==> src/rtl/sqrt_pkg.sv <==
// Shared definitions for the integer square-root unit and its square/reconstruct checker.
package sqrt_pkg;

   localparam int SQ_DW = 16;

   typedef enum logic [1:0] {SQ_IDLE, SQ_CALC, SQ_ADD, SQ_DONE} sq_state_t;

   // Root width for a given radicand width.
   function automatic int sq_root_width(input int dw);
      return dw / 2;
   endfunction

endpackage

==> src/rtl/sq_shift_add.sv <==
// One MSB-first shift-add squaring step: acc_out = (acc_in << 1) + (q_bit ? q : 0).
module sq_shift_add #(
   parameter int DW = 16,
   parameter int RW = 8
) (
   input  logic [DW:0]   acc_in,
   input  logic          q_bit,
   input  logic [RW-1:0] q,
   output logic [DW:0]   acc_out
);

   logic [DW:0] addend;

   assign addend  = q_bit ? {{(DW + 1 - RW){1'b0}}, q} : '0;
   assign acc_out = (acc_in << 1) + addend;

endmodule

==> src/rtl/sqrt_square_check.sv <==
// Rebuilds D = root*root + rem with a sequential shift-add squarer (one root bit per cycle).
// Optional remainder check enabled by defining SQRT_SQUARE_REM_CHECK_EN.
module sqrt_square_check
   import sqrt_pkg::*;
#(
   parameter int DW = SQ_DW
) (
   input  logic            clk,
   input  logic            reset,
   input  logic            start,
   input  logic [DW/2-1:0] root,
   input  logic [DW/2:0]   rem,
   output logic [DW-1:0]   D,
   output logic            ready,
   output logic            busy,
   output logic            err
);

   localparam int RW = sq_root_width(DW);
   localparam int KW = (RW > 1) ? $clog2(RW) : 1;

   sq_state_t     state_reg, state_next;
   logic [RW-1:0] root_reg;
   logic [RW:0]   rem_reg;
   logic [DW:0]   acc_reg;
   logic [DW:0]   acc_step;
   logic [DW:0]   sum_w;
   logic [KW-1:0] k_reg;
   logic [DW-1:0] d_reg;

   always_ff @(posedge clk or negedge reset) begin
      if (!reset) state_reg <= SQ_IDLE;
      else        state_reg <= state_next;
   end

   always_comb begin
      state_next = state_reg;
      ready      = 1'b0;
      busy       = 1'b1;
      case (state_reg)
         SQ_IDLE: begin
            busy = 1'b0;
            if (start) state_next = SQ_CALC;
         end
         SQ_CALC: if (k_reg == '0) state_next = SQ_ADD;
         SQ_ADD:  state_next = SQ_DONE;
         SQ_DONE: begin
            ready      = 1'b1;
            state_next = SQ_IDLE;
         end
         default: state_next = SQ_IDLE;
      endcase
   end

   sq_shift_add #(.DW(DW), .RW(RW)) u_step (
      .acc_in  (acc_reg),
      .q_bit   (root_reg[k_reg]),
      .q       (root_reg),
      .acc_out (acc_step)
   );

   assign sum_w = acc_reg + {{(DW - RW){1'b0}}, rem_reg};

   // D is loaded on the ADD->DONE edge so it is already valid while ready is high.
   always_ff @(posedge clk or negedge reset) begin
      if (!reset) begin
         root_reg <= '0;
         rem_reg  <= '0;
         acc_reg  <= '0;
         k_reg    <= '0;
         d_reg    <= '0;
      end else begin
         case (state_reg)
            SQ_IDLE: if (start) begin
               root_reg <= root;
               rem_reg  <= rem;
               acc_reg  <= '0;
               k_reg    <= KW'(RW - 1);
            end
            SQ_CALC: begin
               acc_reg <= acc_step;
               k_reg   <= k_reg - KW'(1);
            end
            SQ_ADD: begin
               acc_reg <= sum_w;
               d_reg   <= sum_w[DW-1:0];
            end
            default: ;
         endcase
      end
   end

   assign D = d_reg;

`ifdef SQRT_SQUARE_REM_CHECK_EN
   logic err_reg;
   logic rem_bad;

   assign rem_bad = rem_reg > {root_reg, 1'b0};

   always_ff @(posedge clk or negedge reset) begin
      if (!reset) begin
         err_reg <= 1'b0;
      end else if (state_reg == SQ_IDLE && start) begin
         err_reg <= 1'b0;
      end else if (state_reg == SQ_ADD) begin
         err_reg <= rem_bad | sum_w[DW];
      end
   end

   assign err = err_reg;
`else
   assign err = 1'b0;
`endif

endmodule
==> config.mk <==
export PLATFORM = sky130hd
export DESIGN_NAME = sqrt_square_check
export DESIGN_NICKNAME = d
export VERILOG_FILES = /design/src/rtl/sqrt_pkg.sv /design/src/rtl/sq_shift_add.sv /design/src/rtl/sqrt_square_check.sv
export SDC_FILE = /design/constraint.sdc
export NUM_CORES = 1
export LEC_CHECK = 0
export ABC_CLOCK_PERIOD_IN_PS = 8300
export BUFFER_PORTS_ARGS = -buffer_cell sky130_fd_sc_hd__clkbuf_2
export CAP_MARGIN = 20
export CORE_MARGIN = 3
export CORE_UTILIZATION = 50
export CTS_CLUSTER_SIZE = 24
export DETAILED_ROUTE_END_ITERATION = 8
export HOLD_SLACK_MARGIN = 0.05
export MAX_ROUTING_LAYER = met4
export PLACE_DENSITY = 0.66
export SLEW_MARGIN = 20
export SYNTH_ARGS = -nofsm -noshare
export SYNTH_HDL_FRONTEND = slang
export SYNTH_HIERARCHICAL = 1
export SYNTH_SLANG_ARGS = --single-unit
==> constraint.sdc <==
create_clock -name clk -period 8.3 [get_ports clk]
set_clock_uncertainty 0.1 [all_clocks]
set_input_delay 1.245 -clock clk [delete_from_list [all_inputs] [get_ports clk]]
set_output_delay 1.245 -clock clk [all_outputs]
set_load 0.02 [all_outputs]
==> results.sh, run 1 <==
export IMPL_avgSynthCellArea_um2=10.2
export IMPL_critPathSlowestCell="mux4_2"
export IMPL_initial_core_util=0.529
export IMPL_fin_setup_tns_ns=0
export IMPL_die_w_um=89.1
export IMPL_timing_final_crit_period_ns=3.37
export IMPL_cap_violations=0
export IMPL_io_pins=39
export IMPL_p_int_w=0.000801
export IMPL_fmax_mhz=297
export IMPL_hold_ws_ns=0.416
export IMPL_critPathBufInv=0
export IMPL_wire_per_inst_um=15.4
export IMPL_slew_headroom=0.532
export IMPL_swShare=0.457
export IMPL_status="finished clean"
export IMPL_dieArea_mm2=0.00794
export IMPL_synthesis_nets=384
export IMPL_first_iter_violations=115
export IMPL_antenna_cells=0
export IMPL_rows=29
export IMPL_post_cts_buffers=0
export IMPL_drive_gt1_frac=0.256
export IMPL_crit_top_cell="nand2_1"
export IMPL_grt_max_degree=55
export IMPL_worstSetupPathType="flop to flop"
export IMPL_dr_pass1_iters=4
export IMPL_cts_repair_resized=0
export IMPL_drv_slew=0
export IMPL_hp_class="flop to flop"
export IMPL_syn_to_final_growth_pct=10.0
export IMPL_routed_wirelength_um=6960
export IMPL_placed_area_mm2=0.00371
export IMPL_vdd_drop_max_uv=181
export IMPL_grtUsageTotal=0.201
export IMPL_cp_cell_sequence="mux4_2 -> nand2_1 -> nand2_1 -> and2_1 -> ha_1 -> fa_1 -> a211oi_1 -> o211ai_2 -> a41oi_1 -> a31oi_1 -> a22oi_1 -> o21ai_1"
export IMPL_vias_per_cell=5.68
export IMPL_stdcell_area_mm2=0.00380
export IMPL_min_to="D[2]$_DFFE_PN0P_"
export IMPL_hpwl_um=5160
export IMPL_io_buffers=37
export IMPL_crit_path_end_kind="flop"
export IMPL_coreArea_mm2=0.00653
export IMPL_hold_violations=0
export IMPL_cts_tree="yes"
export IMPL_timing_rr_end="acc_reg[15]$_DFFE_PN0P_"
export IMPL_hp_start="D[2]$_DFFE_PN0P_"
export IMPL_clk_path_buf_depth=2
export IMPL_pre_cts_ws_ns=4.95
export IMPL_worstSetupStartpointType="flop"
export IMPL_p_clk_frac=0.104
export IMPL_rsz0062_at_grt="false"
export IMPL_cts_sinks=54
export IMPL_switching_power_w=0.000673
export IMPL_antenna_found_initial=0
export IMPL_grt_pass1_vias=2505
export IMPL_rr_startpoint="k_reg[0]$_DFFE_PN0P_"
export IMPL_nNetsFinal=418
export IMPL_reg2reg_slack_ns=4.93
export IMPL_period_share=0.406
export IMPL_numCtsBuffers=5
export IMPL_drc=0
export IMPL_rr_worst_depth=12
export IMPL_netlist_area_mm2=0.00345
export IMPL_final_util=0.582
export IMPL_p_leak_nw=1.77
export IMPL_timing_final_ws_setup_ns=4.93
export IMPL_ctsHtreeMaxLevel=2
export IMPL_crit_required_ns=8.39
export IMPL_worstPathArrival_ns=3.46
export IMPL_pwr_share_seq=0.311
export IMPL_dieHeight_um=89.1
export IMPL_ys_warn_count=6
export IMPL_critPathTopFamily="compound AO/OA/AOI/OAI gates"
export IMPL_place_gp_congestion=0.861
export IMPL_insertion_delay_ns=0.31
export IMPL_hold_depth=2
export IMPL_pwr_share_comb=0.585
export IMPL_worstMarginPinSlew_ns=0.700
export IMPL_netlist_instances=340
export IMPL_antenna_left=0
export IMPL_cts_hold_buffers=0
export IMPL_num_vias=2566
export IMPL_clkSlewWorstSetupHoldPaths_ns=0.11
export IMPL_grt_overflow=0
export IMPL_power_density_mw_per_mm2=388
export IMPL_worstPathMaxFanout=8
export IMPL_grt_pass1_wl_um=12200
export IMPL_clockRootBuffer="clkbuf_8"
export IMPL_finalSetupViolCount=0
export IMPL_max_stage_delay_ns=0.52
## power by group through the flow
stage	registers, W	logic [W]	clock network (W)
6_report	0.000459	0.000862	0.000153
5_1_grt	0.000475	0.000968	0.000172
4_1_cts	0.000459	0.000865	0.000160
3_5_place_dp	0.000464	0.000859	0
3_3_place_gp	0.000458	0.000838	0
2_1_floorplan	0.000485	0.000630	0
## placed cells by master (no fill, tap or decap), types with 2 or more instances in the layout
cell and n:
a21boi_0 2, a21o_1 3, a21oi_1 15, a21oi_2 2
a22oi_1 11, a31oi_1 6, and2_1 8, and3_1 5
buf_4 2, clkbuf_2 37, clkbuf_8 5, dfrtp_1 54
fa_1 2, ha_1 22, inv_1 13, mux2_2 25
mux4_2 2, nand2_1 34, nand2b_1 2, nand3_1 10
nand3b_1 2, nand4_1 3, nor2_1 24, nor2_2 2
nor2b_1 2, nor3b_1 2, o211ai_1 3, o21ai_0 15
o21ai_1 3, o21bai_1 2, or2_2 2, xnor2_1 18
xor2_1 7
## through the flow
step / total power (W) / cells
after global routing: 0.00161 / 452
final: 0.00147 / 452
after floorplan: 0.00111 / 340
after global placement: 0.00130 / 443
after detailed placement: 0.00132 / 444
after CTS: 0.00148 / 452
## tightest hold or removal path: stages, from the launching register on
cell and delay [ns]:
dfrtp_1 0.36, nor2_1 0.04, nor2_1 0.08
## area by class of cell
| cell class | instances | area [um2] |
|---|---|---|
| inverters | 13 | 48.8 |
| flip-flops and latches | 54 | 1350 |
| well taps | 77 | 96.3 |
| clock buffers | 5 | 68.8 |
| repair buffers | 40 | 211 |
| multi-input cells | 260 | 2000 |
| fillers | 578 | 2730 |
| clock inverters | 3 | 25.0 |
## per-layer routing
layer | part of all wire | up-vias | GRT usage
met5 | 0 | - | -
met4 | 0.013 | 0 | 0.0487
met3 | 0.043 | 6 | 0.0304
met2 | 0.47 | 58 | 0.317
met1 | 0.48 | 1219 | 0.273
li1 | - | 1283 | -
## how the worst max path moves through the flow
| stage | start | endpoint | slack, ns | cells past startpoint |
|---|---|---|---|---|
| finish | k_reg[0]$_DFFE_PN0P_ | acc_reg[15]$_DFFE_PN0P_ | 4.93 | 12 |
| detailed placement | k_reg[0]$_DFFE_PN0P_ | acc_reg[15]$_DFFE_PN0P_ | 4.95 | 12 |
| floorplan | k_reg[0]$_DFFE_PN0P_ | acc_reg[7]$_DFFE_PN0P_ | 5.21 | 12 |
| global route | k_reg[0]$_DFFE_PN0P_ | acc_reg[15]$_DFFE_PN0P_ | 4.66 | 12 |
| CTS | k_reg[0]$_DFFE_PN0P_ | acc_reg[15]$_DFFE_PN0P_ | 4.93 | 12 |
| global placement | k_reg[0]$_DFFE_PN0P_ | acc_reg[15]$_DFFE_PN0P_ | 5.03 | 12 |
(Power assumes the default switching activity.)
==> run 2: changes to the inputs <==
ABC_CLOCK_PERIOD_IN_PS = 3000   (was 8300)
PLACE_DENSITY = 0.68   (was 0.66)
clock period = 3 ns   (was 8.3 ns; I/O delays follow)
==> results.sh, run 2 (synthesized netlist as in run 1, its figures left out) <==
export IMPL_status="finished with violations"
export IMPL_violations="setup timing"
export IMPL_timing_rr_end="acc_reg[7]$_DFFE_PN0P_"
export IMPL_fillerInstances=539
export IMPL_dieArea_mm2=0.00794
export IMPL_final_seq_area_mm2=0.00135
export IMPL_die_w_um=89.1
export IMPL_hold_ws_ns=0.143
export IMPL_antenna_left=0
export IMPL_timing_final_crit_period_ns=3.01
export IMPL_antenna_cells=0
export IMPL_cp_cell_sequence="mux4_2 -> nand2_2 -> nand2_2 -> and2_4 -> ha_4 -> fa_2 -> a211oi_4 -> o21ai_2 -> a21oi_2 -> xnor2_1 -> a221oi_1 -> nand2_1"
export IMPL_grt_pass1_wl_um=12700
export IMPL_vias_per_cell=5.67
export IMPL_antenna_found_initial=0
export IMPL_rr_worst_depth=12
export IMPL_final_cell_mix="54 x dfrtp_1, 37 x clkbuf_2, 31 x nand2_1, 25 x mux2_2, 21 x nor2_1"
export IMPL_grtUsageTotal=0.210
export IMPL_drive_gt1_frac=0.351
export IMPL_worstSetupStartpointType="flop"
export IMPL_drc=0
export IMPL_num_vias=2649
export IMPL_finalSetupViolCount=2
export IMPL_crit_top_cell="nand2_2"
export IMPL_dr_wl_met3_um=274
export IMPL_wl_met2_um=3530
export IMPL_rsz0062_at_grt="true"
export IMPL_max_stage_delay_ns=0.52
export IMPL_critPathBufInv=0
export IMPL_worstPathMaxFanout=3
export IMPL_wire_per_inst_um=16.0
export IMPL_vdd_drop_max_uv=559
export IMPL_power_density_mw_per_mm2=1130
export IMPL_cap_violations=0
export IMPL_p_leak_nw=1.87
export IMPL_clkSlewWorstSetupHoldPaths_ns=0.10
export IMPL_routed_wirelength_um=7460
export IMPL_rr_startpoint="k_reg[0]$_DFFE_PN0P_"
export IMPL_dr_pass1_iters=4
export IMPL_clockRootBuffer="clkbuf_8"
export IMPL_initial_core_util=0.529
export IMPL_worstMarginPinSlew_ns=0.693
export IMPL_worstSetupPathType="flop to flop"
export IMPL_numCtsBuffers=5
export IMPL_drv_slew=0
export IMPL_multiInputGateArea_mm2=0.00219
export IMPL_critPathSlowestCell="mux4_2"
export IMPL_reg2reg_slack_ns=-0.01
export IMPL_hp_class="input port to asynchronous set/reset pin"
export IMPL_slew_headroom=0.538
export IMPL_grt_pass1_vias=2673
export IMPL_clk_path_buf_depth=2
export IMPL_crit_path_end_kind="flop"
export IMPL_drt_met1_wl_um=3590
export IMPL_cts_tree="yes"
export IMPL_cts_hold_buffers=0
export IMPL_rows=29
export IMPL_hpwl_um=5420
export IMPL_first_iter_violations=182
export IMPL_syn_to_final_growth_pct=19.0
export IMPL_ctsHtreeMaxLevel=2
export IMPL_io_buffers=37
export IMPL_finalPower_w=0.00466
export IMPL_dieHeight_um=89.1
export IMPL_insertion_delay_ns=0.31
export IMPL_nNetsFinal=433
export IMPL_period_share=1.00
export IMPL_hold_violations=0
export IMPL_worstPathArrival_ns=3.11
export IMPL_io_pins=39
export IMPL_top_layer_used="met4"
export IMPL_timing_final_ws_setup_ns=-0.0129
export IMPL_grt_max_degree=55
export IMPL_crit_required_ns=3.10
export IMPL_fmax_mhz=332
export IMPL_grt_overflow=0
export IMPL_critPathTopFamily="compound AO/OA/AOI/OAI gates"
export IMPL_place_gp_congestion=0.867
export IMPL_cts_sinks=54
export IMPL_coreArea_mm2=0.00653
export IMPL_final_common_cell="dfrtp_1"
==> run 2: changes by cell type in the layout (fill, tap and decap cells not counted), moves of 3 or more <==
cell | previous run | this run
and2_1 | 8 | 3
nor2_1 | 24 | 21
nand2_2 | 0 | 3
and2_4 | 0 | 5
o21ai_1 | 3 | 6
nand2_1 | 34 | 31
ha_4 | 0 | 5
ha_1 | 22 | 16
o21ai_0 | 15 | 10
buf_4 | 2 | 17
==> run 2: worst max-delay path by stage <==
| stage | from | endpoint | depth (start not counted) |
|---|---|---|---|
| floorplan | k_reg[0]$_DFFE_PN0P_ | acc_reg[7]$_DFFE_PN0P_ | 12 |
| global placement | k_reg[0]$_DFFE_PN0P_ | acc_reg[15]$_DFFE_PN0P_ | 12 |
| detailed placement | k_reg[0]$_DFFE_PN0P_ | acc_reg[15]$_DFFE_PN0P_ | 12 |
| CTS | k_reg[0]$_DFFE_PN0P_ | acc_reg[8]$_DFFE_PN0P_ | 12 |
| global route | k_reg[0]$_DFFE_PN0P_ | acc_reg[7]$_DFFE_PN0P_ | 12 |
| finish | k_reg[0]$_DFFE_PN0P_ | acc_reg[7]$_DFFE_PN0P_ | 12 |
==> run 2: per-stage QoR <==
step | area [um2] | setup WS, ns | setup TNS (ns) | util | std cells
after floorplan | 3460 | 0.0418 | 0 | - | 340
after global routing | 4110 | -0.176 | -0.802 | 0.630 | 467
after CTS | 3910 | 0.00667 | 0 | 0.599 | 460
final | 4110 | -0.0129 | -0.0172 | 0.630 | 467
after global placement | 3760 | 0.0501 | 0 | 0.576 | 451
after detailed placement | 3760 | -0.0716 | -0.174 | 0.576 | 451
==> run 2: final cells by class <==
type	count	area share
Clock buffer	5	0.0167
Clock inverter	3	0.0107
Inverter	13	0.0119
Multi-Input combinational cell	261	0.533
Sequential cell	54	0.329
Tap cell	77	0.0234
Timing Repair Buffer	54	0.0761
==> run 2: power breakdown <==
part | total (W) | switching [W] | internal, W
logic | 0.00289 | 0.00158 | 0.00131
registers | 0.00127 | 0.000242 | 0.00103
clock network | 0.000500 | 0.000250 | 0.000251
==> run 2: routing by layer <==
metal | track usage | vias to the layer above
met5 | - | -
met2 | 0.331 | 56
li1 | - | 1322
met4 | 0.0541 | 0
met1 | 0.283 | 1265
met3 | 0.0341 | 6
==> run 2: repair_timing <==
action | 4_1_cts | 5_1_grt
pin swaps | 5 | 24
gates resized for setup | 4 | 34
setup endpoints to repair | 5 | 10
gates cloned | 0 | 1
buffers inserted | 1 | 6
endpoints found under the hold margin | 0 | 0
==> run 3: changes to the inputs <==
ABC_CLOCK_PERIOD_IN_PS = 3220   (was 3000)
PLACE_DENSITY = 0.66   (was 0.68)
clock period = 3.22 ns   (was 3 ns; I/O delays follow)
==> results.sh, run 3 (synthesized netlist as in run 1, its figures left out) <==
export IMPL_antenna_found_initial=0
export IMPL_hold_violations=0
export IMPL_die_w_um=89.1
export IMPL_worstSetupStartpointType="flop"
export IMPL_grt_max_degree=38
export IMPL_cts_hold_buffers=0
export IMPL_coreArea_mm2=0.00653
export IMPL_slew_headroom=0.363
export IMPL_io_buffers=37
export IMPL_worstMarginPinSlew_ns=0.955
export IMPL_worstPathArrival_ns=3.14
export IMPL_numCtsBuffers=5
export IMPL_p_int_w=0.00218
export IMPL_drc=0
export IMPL_drv_slew=0
export IMPL_crit_required_ns=3.32
export IMPL_place_gp_congestion=0.914
export IMPL_status="finished clean"
export IMPL_grt_pass1_vias=2595
export IMPL_vias_per_cell=5.72
export IMPL_placed_area_mm2=0.00373
export IMPL_rr_startpoint="k_reg[0]$_DFFE_PN0P_"
export IMPL_antenna_left=0
export IMPL_vdd_drop_max_uv=477
export IMPL_routed_wirelength_um=7300
export IMPL_num_vias=2641
export IMPL_p_leak_nw=1.81
export IMPL_grtUsageTotal=0.207
export IMPL_pwr_share_seq=0.296
export IMPL_io_pins=39
export IMPL_grt_pass1_wl_um=12500
export IMPL_p_clk_frac=0.102
export IMPL_timing_rr_end="acc_reg[15]$_DFFE_PN0P_"
export IMPL_syn_to_final_growth_pct=14.0
export IMPL_worstSetupPathType="flop to flop"
export IMPL_wire_per_inst_um=15.8
export IMPL_timing_final_ws_setup_ns=0.179
export IMPL_dr_pass1_iters=4
export IMPL_pre_cts_ws_ns=-0.0323
export IMPL_fillerInstances=563
export IMPL_reg2reg_slack_ns=0.18
export IMPL_crit_path_end_kind="flop"
export IMPL_rows=29
export IMPL_cap_violations=0
export IMPL_antenna_cells=0
export IMPL_ctsHtreeMaxLevel=2
export IMPL_initial_core_util=0.529
export IMPL_insertion_delay_ns=0.32
export IMPL_cts_sinks=54
export IMPL_switching_power_w=0.00182
export IMPL_final_util=0.603
export IMPL_grt_overflow=0
export IMPL_clockRootBuffer="clkbuf_8"
export IMPL_rsz0062_at_grt="true"
export IMPL_pwr_share_comb=0.603
export IMPL_dieHeight_um=89.1
export IMPL_cts_tree="yes"
export IMPL_nNetsFinal=428
export IMPL_swShare=0.455
export IMPL_fmax_mhz=329
export IMPL_worstPathMaxFanout=5
export IMPL_final_cell_mix="53 x dfrtp_1, 37 x clkbuf_2, 34 x nand2_1, 25 x mux2_2, 24 x nor2_1"
export IMPL_period_share=0.944
export IMPL_hpwl_um=5360
export IMPL_power_density_mw_per_mm2=1020
export IMPL_dieArea_mm2=0.00794
export IMPL_fin_setup_tns_ns=0
export IMPL_finalSetupViolCount=0
export IMPL_rr_worst_depth=12
export IMPL_timing_final_crit_period_ns=3.04
export IMPL_final_common_cell="dfrtp_1"
export IMPL_clkSlewWorstSetupHoldPaths_ns=0.11
export IMPL_drive_gt1_frac=0.296
export IMPL_clk_path_buf_depth=2
export IMPL_first_iter_violations=197
export IMPL_stdcell_area_mm2=0.00394
export IMPL_hp_class="input port to asynchronous set/reset pin"
## run 3: changes by cell type in the layout (fill, tap and decap cells not counted), sizes merged
cell and delta:
clkinvlp +1, bufinv -1, buf -4, nor2 -1
## run 3: worst max path at each step
stage	depth (start not counted)	slack (ns)	from	to
2_1_floorplan	12	0.13	k_reg[0]$_DFFE_PN0P_	acc_reg[7]$_DFFE_PN0P_
6_report	12	0.18	k_reg[0]$_DFFE_PN0P_	acc_reg[15]$_DFFE_PN0P_
5_1_grt	12	-0.04	k_reg[0]$_DFFE_PN0P_	acc_reg[7]$_DFFE_PN0P_
3_3_place_gp	12	0.07	k_reg[0]$_DFFE_PN0P_	acc_reg[15]$_DFFE_PN0P_
4_1_cts	12	0.02	k_reg[0]$_DFFE_PN0P_	acc_reg[15]$_DFFE_PN0P_
3_5_place_dp	12	-0.03	k_reg[0]$_DFFE_PN0P_	acc_reg[15]$_DFFE_PN0P_
## run 3: layer usage
layer  wire [um]  track usage  vias up
met2        3460        0.328       58
met3         307       0.0323        6
met1        3460        0.280     1277
li1            -            -     1300
met5           0            -        -
met4          70       0.0501        0
## run 3: power by group through the flow
stage,Combinational [W],Clock [W],Sequential (W)
after global routing,0.00271,0.000440,0.00123
after CTS,0.00227,0.000416,0.00118
after detailed placement,0.00224,0,0.00120
after floorplan,0.00162,0,0.00125
after global placement,0.00221,0,0.00119
final,0.00242,0.000407,0.00119
## run 3: critical path: stages, from the launching register on
cell and delay, ns:
dfrtp_2 0.43, mux4_2 0.50, nand2_1 0.08, nand2_1 0.08, and2_1 0.15, ha_1 0.22
fa_2 0.38, a211oi_4 0.28, o211ai_4 0.14, a41oi_2 0.23, a31oi_1 0.06, a22oi_1 0.20
o21ai_1 0.08
## run 3: cell type report
class                           instances  area, um2  area share
Multi-Input combinational cell        260       2060       0.524
Sequential cell                        54       1350       0.343
Timing Repair Buffer                   50        283      0.0718
Tap cell                               77       96.3      0.0245
Clock buffer                            5       68.8      0.0175
Inverter                               13       48.8      0.0124
Clock inverter                          3       25.0     0.00635
## run 3: repair_timing
| item | 4_1_cts | 5_1_grt |
|---|---|---|
| hold endpoints to repair | 0 | 0 |
| endpoints found under the setup margin | 3 | 7 |
| gates resized for setup | 1 | 12 |
| pin swaps | 0 | 6 |
| setup buffers | 0 | 7 |
## run 3: through the flow
step / hold slack (ns) / instances / total power (W)
2_1_floorplan: 0.0874 / 340 / 0.00287
3_3_place_gp: 0.388 / 447 / 0.00340
3_5_place_dp: 0.396 / 447 / 0.00344
4_1_cts: 0.225 / 455 / 0.00387
5_1_grt: 0.259 / 462 / 0.00438
6_report: 0.196 / 462 / 0.00401
